===== src/rtl/pc_hazard_ctrl_pkg.sv =====
// ---------------------------------------------------------------------------
// pc_hazard_ctrl_pkg : shared types for the PC / pipeline hazard controller
// Rev 1.0
// ---------------------------------------------------------------------------
`default_nettype none

package pc_hazard_ctrl_pkg;

  typedef enum logic [1:0] {
    ST_RUN        = 2'd0,
    ST_MEM_WAIT   = 2'd1,
    ST_HOLD_REDIR = 2'd2
  } state_e;

  // Lower encoding = higher priority; NONE is never a winner.
  typedef enum logic [1:0] {
    CAUSE_NONE   = 2'd0,
    CAUSE_TRAP   = 2'd1,
    CAUSE_BRANCH = 2'd2,
    CAUSE_JUMP   = 2'd3
  } cause_e;

  localparam logic [31:0] c_nop_insn = 32'h0000_0013;

`ifdef HAZARD_PERF_EN
  localparam bit c_perf_en = 1'b1;
`else
  localparam bit c_perf_en = 1'b0;
`endif

  function automatic cause_e redirect_cause(input logic trap, input logic br, input logic jmp);
    if (trap)     return CAUSE_TRAP;
    else if (br)  return CAUSE_BRANCH;
    else if (jmp) return CAUSE_JUMP;
    else          return CAUSE_NONE;
  endfunction

  function automatic logic cause_wins(input cause_e nw, input cause_e old);
    return (nw != CAUSE_NONE) && ((old == CAUSE_NONE) || (nw <= old));
  endfunction

  // {if_id_flush, id_ex_flush}: a jump is decoded in ID, so ID/EX is still valid.
  function automatic logic [1:0] cause_flushes(input cause_e c);
    case (c)
      CAUSE_TRAP, CAUSE_BRANCH: return 2'b11;
      CAUSE_JUMP:               return 2'b10;
      default:                  return 2'b00;
    endcase
  endfunction

endpackage

`default_nettype wire


===== src/rtl/pc_hazard_ctrl_hazard_detect.sv =====
// ---------------------------------------------------------------------------
// pc_hazard_ctrl_hazard_detect : load-use comparator between ID sources and EX load
// Rev 1.0
// ---------------------------------------------------------------------------
`default_nettype none

module pc_hazard_ctrl_hazard_detect #(
  parameter int RF_AW = 5
) (
  input  logic [RF_AW-1:0] id_rs1,
  input  logic [RF_AW-1:0] id_rs2,
  input  logic             id_use_rs1,
  input  logic             id_use_rs2,
  input  logic [RF_AW-1:0] ex_rd,
  input  logic             ex_mem_read,
  output logic             load_use
);

  logic w_hit_rs1;
  logic w_hit_rs2;

  assign w_hit_rs1 = id_use_rs1 && (id_rs1 == ex_rd);
  assign w_hit_rs2 = id_use_rs2 && (id_rs2 == ex_rd);
  assign load_use  = ex_mem_read && (ex_rd != '0) && (w_hit_rs1 || w_hit_rs2);

endmodule

`default_nettype wire


===== src/rtl/pc_hazard_ctrl.sv =====
// ---------------------------------------------------------------------------
// pc_hazard_ctrl : PC redirect / stall and IF/ID, ID/EX hold-flush-bubble control
// Optional build macro HAZARD_PERF_EN adds perf counters.        Rev 1.0
// ---------------------------------------------------------------------------
`default_nettype none

module pc_hazard_ctrl
  import pc_hazard_ctrl_pkg::*;
#(
  parameter int XLEN     = 32,
  parameter int RF_AW    = 5,
  parameter int WAIT_MAX = 255
) (
  input  logic             clock,
  input  logic             reset_n,
  input  logic [RF_AW-1:0] id_rs1,
  input  logic [RF_AW-1:0] id_rs2,
  input  logic             id_use_rs1,
  input  logic             id_use_rs2,
  input  logic [RF_AW-1:0] ex_rd,
  input  logic             ex_mem_read,
  input  logic             ex_br_taken,
  input  logic [XLEN-1:0]  ex_br_target,
  input  logic             id_jump,
  input  logic [XLEN-1:0]  id_jump_target,
  input  logic             mem_busy,
  input  logic             trap_req,
  input  logic [XLEN-1:0]  trap_vector,
  output logic             stall,
  output logic             if_id_hold,
  output logic             id_ex_bubble,
  output logic             if_id_flush,
  output logic             id_ex_flush,
  output logic             pc_sel,
  output logic [XLEN-1:0]  pc_target,
  output logic             timeout
`ifdef HAZARD_PERF_EN
  ,
  output logic [31:0]      perf_stall_cycles,
  output logic [31:0]      perf_flush_events,
  output logic [31:0]      perf_timeouts
`endif
);

  localparam int                c_cnt_w    = $clog2(WAIT_MAX + 1);
  localparam logic [c_cnt_w-1:0] c_cnt_last = c_cnt_w'(WAIT_MAX - 1);
  localparam logic [c_cnt_w-1:0] c_cnt_max  = c_cnt_w'(WAIT_MAX);

  state_e              state_q, state_d;
  logic [c_cnt_w-1:0]  cnt_q, cnt_d;
  logic                pend_valid_q, pend_valid_d;
  cause_e              pend_cause_q, pend_cause_d;
  logic [XLEN-1:0]     pend_target_q, pend_target_d;
  logic [XLEN-1:0]     last_target_q, last_target_d;

  logic                w_load_use;
  cause_e              w_req_cause;
  cause_e              w_frz_cause;
  logic [XLEN-1:0]     w_req_target;
  logic [XLEN-1:0]     w_frz_target;
  logic                w_busy_eff;
  logic                w_run_eval;
  logic                w_stall, w_hold, w_bubble, w_if_flush, w_ex_flush, w_pc_sel, w_timeout;
  logic [XLEN-1:0]     w_target;

  pc_hazard_ctrl_hazard_detect #(.RF_AW(RF_AW)) u_hazard_detect (
    .id_rs1      (id_rs1),
    .id_rs2      (id_rs2),
    .id_use_rs1  (id_use_rs1),
    .id_use_rs2  (id_use_rs2),
    .ex_rd       (ex_rd),
    .ex_mem_read (ex_mem_read),
    .load_use    (w_load_use)
  );

  // While frozen only EX-resolved redirects are captured; the jump stays in ID.
  assign w_req_cause  = redirect_cause(trap_req, ex_br_taken, id_jump);
  assign w_frz_cause  = redirect_cause(trap_req, ex_br_taken, 1'b0);
  assign w_frz_target = trap_req ? trap_vector : ex_br_target;

  always_comb begin
    case (w_req_cause)
      CAUSE_TRAP:   w_req_target = trap_vector;
      CAUSE_BRANCH: w_req_target = ex_br_target;
      CAUSE_JUMP:   w_req_target = id_jump_target;
      default:      w_req_target = '0;
    endcase
  end

  always_comb begin
    w_stall       = 1'b0;
    w_hold        = 1'b0;
    w_bubble      = 1'b0;
    w_if_flush    = 1'b0;
    w_ex_flush    = 1'b0;
    w_pc_sel      = 1'b0;
    w_timeout     = 1'b0;
    w_target      = last_target_q;
    w_run_eval    = 1'b0;
    w_busy_eff    = mem_busy && (state_q == ST_RUN);
    state_d       = state_q;
    cnt_d         = cnt_q;
    pend_valid_d  = pend_valid_q;
    pend_cause_d  = pend_cause_q;
    pend_target_d = pend_target_q;
    last_target_d = last_target_q;

    case (state_q)
      ST_RUN: w_run_eval = 1'b1;

      ST_MEM_WAIT: begin
        if (!mem_busy) begin
          w_run_eval = 1'b1;
        end else if (cnt_q >= c_cnt_last) begin
          // Limit hit: pulse and treat this cycle as unfrozen.
          w_timeout  = 1'b1;
          w_run_eval = 1'b1;
        end else begin
          w_stall = 1'b1;
          w_hold  = 1'b1;
          cnt_d   = (cnt_q == c_cnt_max) ? cnt_q : cnt_q + c_cnt_w'(1);
          if (w_frz_cause != CAUSE_NONE) begin
            pend_valid_d  = 1'b1;
            pend_cause_d  = w_frz_cause;
            pend_target_d = w_frz_target;
            state_d       = ST_HOLD_REDIR;
            cnt_d         = '0;
          end
        end
      end

      ST_HOLD_REDIR: begin
        if (mem_busy) begin
          w_stall = 1'b1;
          w_hold  = 1'b1;
          if (cause_wins(w_frz_cause, pend_cause_q)) begin
            pend_cause_d  = w_frz_cause;
            pend_target_d = w_frz_target;
          end
        end else begin
          w_pc_sel      = pend_valid_q;
          w_target      = pend_target_q;
          w_if_flush    = 1'b1;
          w_ex_flush    = 1'b1;
          last_target_d = pend_target_q;
          pend_valid_d  = 1'b0;
          pend_cause_d  = CAUSE_NONE;
          state_d       = ST_RUN;
        end
      end

      default: state_d = ST_RUN;
    endcase

    if (w_run_eval) begin
      state_d = ST_RUN;
      cnt_d   = '0;
      if (w_req_cause != CAUSE_NONE) begin
        {w_if_flush, w_ex_flush} = cause_flushes(w_req_cause);
        if (w_busy_eff) begin
          w_stall       = 1'b1;
          pend_valid_d  = 1'b1;
          pend_cause_d  = w_req_cause;
          pend_target_d = w_req_target;
          state_d       = ST_HOLD_REDIR;
        end else begin
          w_pc_sel      = 1'b1;
          w_target      = w_req_target;
          last_target_d = w_req_target;
        end
      end else if (w_busy_eff) begin
        w_stall = 1'b1;
        w_hold  = 1'b1;
        state_d = ST_MEM_WAIT;
        cnt_d   = c_cnt_w'(1);
      end else if (w_load_use) begin
        w_stall  = 1'b1;
        w_hold   = 1'b1;
        w_bubble = 1'b1;
      end
    end
  end

  always_ff @(posedge clock or negedge reset_n) begin
    if (!reset_n) begin
      state_q       <= ST_RUN;
      cnt_q         <= '0;
      pend_valid_q  <= 1'b0;
      pend_cause_q  <= CAUSE_NONE;
      pend_target_q <= '0;
      last_target_q <= '0;
    end else begin
      state_q       <= state_d;
      cnt_q         <= cnt_d;
      pend_valid_q  <= pend_valid_d;
      pend_cause_q  <= pend_cause_d;
      pend_target_q <= pend_target_d;
      last_target_q <= last_target_d;
    end
  end

  // Outputs are forced quiet for as long as reset is held.
  assign stall        = reset_n & w_stall;
  assign if_id_hold   = reset_n & w_hold;
  assign id_ex_bubble = reset_n & w_bubble;
  assign if_id_flush  = reset_n & w_if_flush;
  assign id_ex_flush  = reset_n & w_ex_flush;
  assign pc_sel       = reset_n & w_pc_sel;
  assign timeout      = reset_n & w_timeout;
  assign pc_target    = {XLEN{reset_n}} & w_target;

`ifdef HAZARD_PERF_EN
  logic [31:0] perf_stall_q, perf_stall_d;
  logic [31:0] perf_flush_q, perf_flush_d;
  logic [31:0] perf_tmo_q,   perf_tmo_d;

  always_comb begin
    perf_stall_d = perf_stall_q + {31'd0, stall};
    perf_flush_d = perf_flush_q + {31'd0, (if_id_flush | id_ex_flush)};
    perf_tmo_d   = perf_tmo_q + {31'd0, timeout};
  end

  always_ff @(posedge clock or negedge reset_n) begin
    if (!reset_n) begin
      perf_stall_q <= '0;
      perf_flush_q <= '0;
      perf_tmo_q   <= '0;
    end else begin
      perf_stall_q <= perf_stall_d;
      perf_flush_q <= perf_flush_d;
      perf_tmo_q   <= perf_tmo_d;
    end
  end

  assign perf_stall_cycles = perf_stall_q;
  assign perf_flush_events = perf_flush_q;
  assign perf_timeouts     = perf_tmo_q;
`endif

endmodule

`default_nettype wire


===== config.mk =====
export PLATFORM = sky130hd
export DESIGN_NAME = pc_hazard_ctrl
export DESIGN_NICKNAME = d
export VERILOG_FILES = /design/src/rtl/pc_hazard_ctrl_pkg.sv /design/src/rtl/pc_hazard_ctrl_hazard_detect.sv /design/src/rtl/pc_hazard_ctrl.sv
export SDC_FILE = /design/constraint.sdc
export NUM_CORES = 1
export LEC_CHECK = 0
export BUFFER_PORTS_ARGS = -buffer_cell sky130_fd_sc_hd__clkbuf_2
export CORE_MARGIN = 2
export CORE_UTILIZATION = 48
export DETAILED_ROUTE_END_ITERATION = 10
export PLACE_DENSITY_LB_ADDON = 0.12
export SYNTH_ARGS = -nofsm -noshare
export SYNTH_HDL_FRONTEND = slang
export SYNTH_SLANG_ARGS = --single-unit

===== constraint.sdc =====
create_clock -name clock -period 1.9 [get_ports clock]
set_input_delay 0 -clock clock [delete_from_list [all_inputs] [get_ports clock]]
set_output_delay 0 -clock clock [all_outputs]
set_load 0.05 [all_outputs]

## After elaboration in Yosys (flattened, before gate mapping)

Index checks and enable logic that the tools add are counted.

- Word-level logic and storage cells: 137
- Bits of input ports: 120
- Bits in registers: 77
- Output and inout bits: 39

- Bitwise operators: 8
- Eq/ne operators: 15
- Order comparisons: 2
- Add/sub/neg operators: 1
- Reductions and logical operators: 18
- Multiplexer cells: 87

Operators with widths:

| operator | number |
|---|---|
| $mux 32 | 14 |
| $pmux 32 s3 | 1 |
| $pmux 32 s2 | 1 |
| $mux 8 | 6 |
| $mux 2 | 20 |
| $mux 1 | 39 |
| $and 32x32->32 | 1 |
| $ne 3x3->1 const B | 4 |
| $eq 5x5->1 | 2 |
| $add 8x1->8 const B | 1 |
| $eq 8x8->1 const B | 1 |
| $ge 8x8->1 const B | 1 |
| $pmux 2 s2 | 2 |
| $reduce_bool 2->1 | 4 |
| $and 1x1->1 | 7 |
| $eq 2x2->1 const B | 3 |
| $logic_and 1x1->1 | 6 |
| $pmux 1 s2 | 3 |
| $pmux 2 s3 | 1 |
| $reduce_and 5->1 | 1 |
| $reduce_bool 5->1 | 1 |
| $eq 2x1->1 const B | 2 |
| $logic_not 2->1 | 2 |
| $ne 2x2->1 const B | 2 |
| other kinds (5) | 6 |

## Depth between registers and ports, before layout

- Depth in word-level cells: 11
- Mapped depth: 12

## Modules after synthesis

From an unflattened synthesis, not the netlist that was laid out.

- Cells, all modules: 505
- Area total of the unflattened synthesis: 5089.9 sq um

By module, submodules not included:

| module | cells each | area each (sq um) | times used | seq. area each (sq um) |
|---|---|---|---|---|
| pc_hazard_ctrl | 488 | 4956.0 | 1 | 1926.8 |
| pc_hazard_ctrl_hazard_detect | 17 | 133.9 | 1 | 0.0 |

## Least setup slack after synthesis

No wires, ideal clock.

- Path type: input port to output port
- Start: in trap_req
- End: out id_ex_bubble
- Stages on the path: 10
- Path slack: -264 ps
- Arrival: 2164 ps
- Cell sequence: buf_2 clkbuf_1 a21o_1 inv_1 ha_1 clkbuf_1 nand3_1 nor3_1 o211ai_1 a21oi_1

- Cells in the longest elaborated chain, start to end: 5

RTL lines:

| item | line | RTL |
|---|---|---|
| from (decl) | pc_hazard_ctrl.sv:27 | `input logic trap_req,` |
| $mux 2 | pc_hazard_ctrl_pkg.sv:32 | `if (trap) return CAUSE_TRAP;` |
| $reduce_bool 2->1 | pc_hazard_ctrl.sv:158 | `if (w_req_cause != CAUSE_NONE) begin` |
| $mux 1 | pc_hazard_ctrl.sv:158 |  |
| $mux 1 | pc_hazard_ctrl.sv:155 | `if (w_run_eval) begin` |
| $and 1x1->1 | pc_hazard_ctrl.sv:205 | `assign id_ex_bubble = reset_n & w_bubble;` |
| to (decl) | pc_hazard_ctrl.sv:31 | `output logic id_ex_bubble,` |

Every way passes these cells.

## Worst setup path in the final report

- Start: reg cnt_q[1]
- End: out pc_target[24]

- Cells in the longest elaborated chain, start to end: 6

RTL lines:

| item | line | RTL |
|---|---|---|
| from (decl) | pc_hazard_ctrl.sv:50 | `logic [c_cnt_w-1:0] cnt_q, cnt_d;` |
| from (signal assigned) | pc_hazard_ctrl.sv:194 | `cnt_q <= cnt_d;` |
| $ge 8x8->1 | pc_hazard_ctrl.sv:114 | `end else if (cnt_q >= c_cnt_last) begin` |
| $mux 1 | pc_hazard_ctrl.sv:114 |  |
| $mux 1 | pc_hazard_ctrl.sv:112 | `if (!mem_busy) begin` |
| $pmux 1 s2 | pc_hazard_ctrl.sv:108 | `case (state_q)` |
| $mux 32 | - |  |
| named net last_target_d[24] | pc_hazard_ctrl.sv:54 | `logic [XLEN-1:0] last_target_q, last_target_d;` |
| $and 32x32->32 | pc_hazard_ctrl.sv:210 | `assign pc_target = {XLEN{reset_n}} & w_target;` |
| to (decl) | pc_hazard_ctrl.sv:35 | `output logic [XLEN-1:0] pc_target,` |

The timed path passes the listed nets, and every way through them passes these cells.

==> metrics <==
Critical Path RT=approximately 1.9 ns; status=complete, but fails checks; Final Hold Vio Count=0; post-route insts no fill=962; GRT Util Overall=0.3118; DP Area=between 0.007 and 0.008 mm2; design area=~0.0089 mm2; largest net degree at the start of global routing=52; num rows=39; crit path DAT=between 2 and 2.5 ns; antenna violations before repair=0; gpl congestion=~0.9; EDFF count, synth=0; Mapped Area=0.005572 mm2; die area=0.01249 mm2; DR pass1 iterations=5; vias per cell=6.305; hpwl dp=11570 um; Clk Latency, worst-skew pair=approximately 0.35 ns; Multi-input gate area=0.004101 mm2; DR vias=6065; period utilization=1.228; Area Overhead vs Synth=60.21%; Cells after Synth=around 600; top_reg_cell synth=dfrtp_1; fin crit period=2.333 ns; layout cells sized above 1=0.5140; Max Buffers Root-to-Sink=2; startpoint types=register; worst hold start=id_jump_target[9]; total gr overflow=0; Top cell by count, worst path=buf_12; R2R Path End=pend_target_q[12]; VDD IR max=between 0.8 and 0.9 mV; worst clock skew=about 0.0071 ns; Top Family by Delay on Critical Path=buffers and inverters; yosys warns=0; Die X-Extent=111.7 um; Initial DRC Count=roughly 610; Synth area leaders=dfrtp_1 (35%), mux2i_1 (12%), a21oi_1 (6.8%), mux2_2 (6.5%), a222oi_1 (5.7%); CTS clk-pin slew, worst paths=0.06 ns; number of remaining DRC errors=0; failing checks=setup timing; FF/Latch Area=between 0.0015 and 0.002 mm2; placed cell count=between 900 and 1000; PD cells=1078 mW/mm2; NumNets Final=945; synth cell count leaders=dfrtp_1 (77), a21oi_1 (76), mux2i_1 (65); Post-DRT Antenna Nets=0; critical path endpoint=pc_target[24]; Die H=111.7 um; CP startpoint=cnt_q[1]; count leader, synth=dfrtp_1; RSZ-0062 raised after global routing=yes; top cell type's share of synthesized area=0.3458; drt wl/cell=20.69 um; Final Slew Violations=0; maxcap violations=0; Final WS setup=-0.4333 ns; Worst-Margin Slew=0.6906 ns; Stages on worst setup path=10; CTS HTree Levels=3; leading area contributor after synthesis=dfrtp_1; Root Driver=clkbuf_16; # clock sinks=between 70 and 80; n_diodes=0; vias in the first global route=6125; CTS Buf Count=9; worst r2r path cells=13; Worst path max stage delay=about 0.4 ns; #FFs+latches synth=77; Synth cell types=57; syn nets=733; Buf/Inv on CP=4; crit-path cells=ha_4 -> o211ai_4 -> nor3_4 -> o21ai_4 -> buf_12 -> buf_12 -> buf_16 -> mux2i_4 -> and2_4 -> clkbuf_16; Pleak=between 3 and 4 nW; critical path class=register to output port; CP max stage cell=dfrtp_1; Fillers=692; Rel. slew slack=0.5396; reg2reg setup slack=-0.38 ns; core area=0.01137 mm2; f_max=428.6 MHz; CTS tree=built; async set or reset register ratio after synthesis=1.000; final setup vio count=80; Initial Utilization=0.4900; Hold WC Path Type=input pin to register; sequential share of the synthesized area=0.3458; port bufs=between 150 and 200; first-pass GRT wire length=31070 um; syn_area_per_cell=about 9 um2; Critical Path Sink Type=output port; R2R Path Start=cnt_q[1]; Hold Path Depth=3; CP Max Fanout=5; IO Pins=approximately 160; Total Wirelength=19900 um
repair_timing:
action | 4_1_cts | 5_1_grt
hold buffers | 1 | 0
cloned | 9 | 0
resized for setup | 123 | 91
setup buffers | 17 | 9
pin swaps | 13 | 13
endpoints found under the setup margin | 75 | 88
hold endpoints to repair | 77 | 0
cells in the final DEF, fill, tap and decap left out, drive strengths merged, types with 3 or more instances in the layout:
cell / count
a222oi: 32
ha: 11
dfrtp: 77
nand3: 6
and2: 38
xnor2: 10
nand4: 5
mux2: 32
inv: 12
nor2: 13
mux2i: 65
buf: 110
o31ai: 33
o2111a: 3
o211ai: 4
nor3: 3
nand2: 49
o22ai: 3
clkbuf: 154
o21ai: 44
a21oi: 76
tightest hold or removal path: stages:
cell      delay (ns)
clkbuf_2        0.08
a222oi_1        0.10
mux2i_4         0.16
sequential cells by signal, summed over array words and instances (netlist names):
name,cells
cnt_q,8
last_target_q,32
pend_cause_q,2
pend_target_q,32
pend_valid_q,1
state_q,2
area by class of cell:
class / count / area share
Clock buffer: 13 / 0.02803
Clock inverter: 3 / 0.007710
Inverter: 12 / 0.005046
Multi-Input combinational cell: 461 / 0.4595
Sequential cell: 77 / 0.2161
Tap cell: 143 / 0.02004
Timing Repair Buffer: 253 / 0.2635
per-layer routing:
| layer | GRT usage | vias up | wire (um) |
|---|---|---|---|
| met4 | 0.1564 | 0 | 648 |
| li1 | - | 2729 | - |
| met2 | 0.5168 | 335 | 10110 |
| met5 | 0 | - | 0 |
| met1 | 0.3893 | 2955 | 7591 |
| met3 | 0.06042 | 46 | 1557 |
how the worst min path moves through the flow:
stage | to | slack, ns
after floorplan | cnt_q[0] | -0.30
after global routing | last_target_q[16] | 0.05
final | last_target_q[9] | 0.04
after detailed placement | cnt_q[7] | -0.11
after global placement | cnt_q[6] | -0.11
after CTS | last_target_q[13] | 0.02
per-stage QoR:
step | utilization | hold slack [ns] | setup WS (ns) | setup TNS [ns] | total power (W)
after global placement | 0.6285 | -0.1087 | -0.1589 | -4.019 | 0.006066
after CTS | 0.7407 | 0.01897 | -0.4341 | -24.92 | 0.008905
after global routing | 0.7851 | 0.04923 | -0.5008 | -31.20 | 0.01003
final | 0.7851 | 0.03735 | -0.4333 | -25.87 | 0.009619
after detailed placement | 0.6285 | -0.1054 | -0.1678 | -6.004 | 0.006194
after floorplan | - | -0.2956 | 0.005205 | 0 | 0.004981
power breakdown:
part | switching, W | internal, W
sequential | 0.000387 | 0.00225
combinational | 0.00257 | 0.00252
clock | 0.000700 | 0.00119
cells by family (layout without fill, tap and decap cells):
logic type               Yosys count  in the layout  synth area share
AO/OA/AOI/OAI                    217            217            0.2643
AND/OR/NAND/NOR                  124            126            0.1161
multiplexers                      97             97            0.1815
flip-flops                        77             77            0.3458
buffers and inverters             66            281           0.05187
adder cells (fa/ha/maj)           11             11           0.02470
XOR/XNOR                          10             10           0.01572
Power figures use the tool's default switching activity.
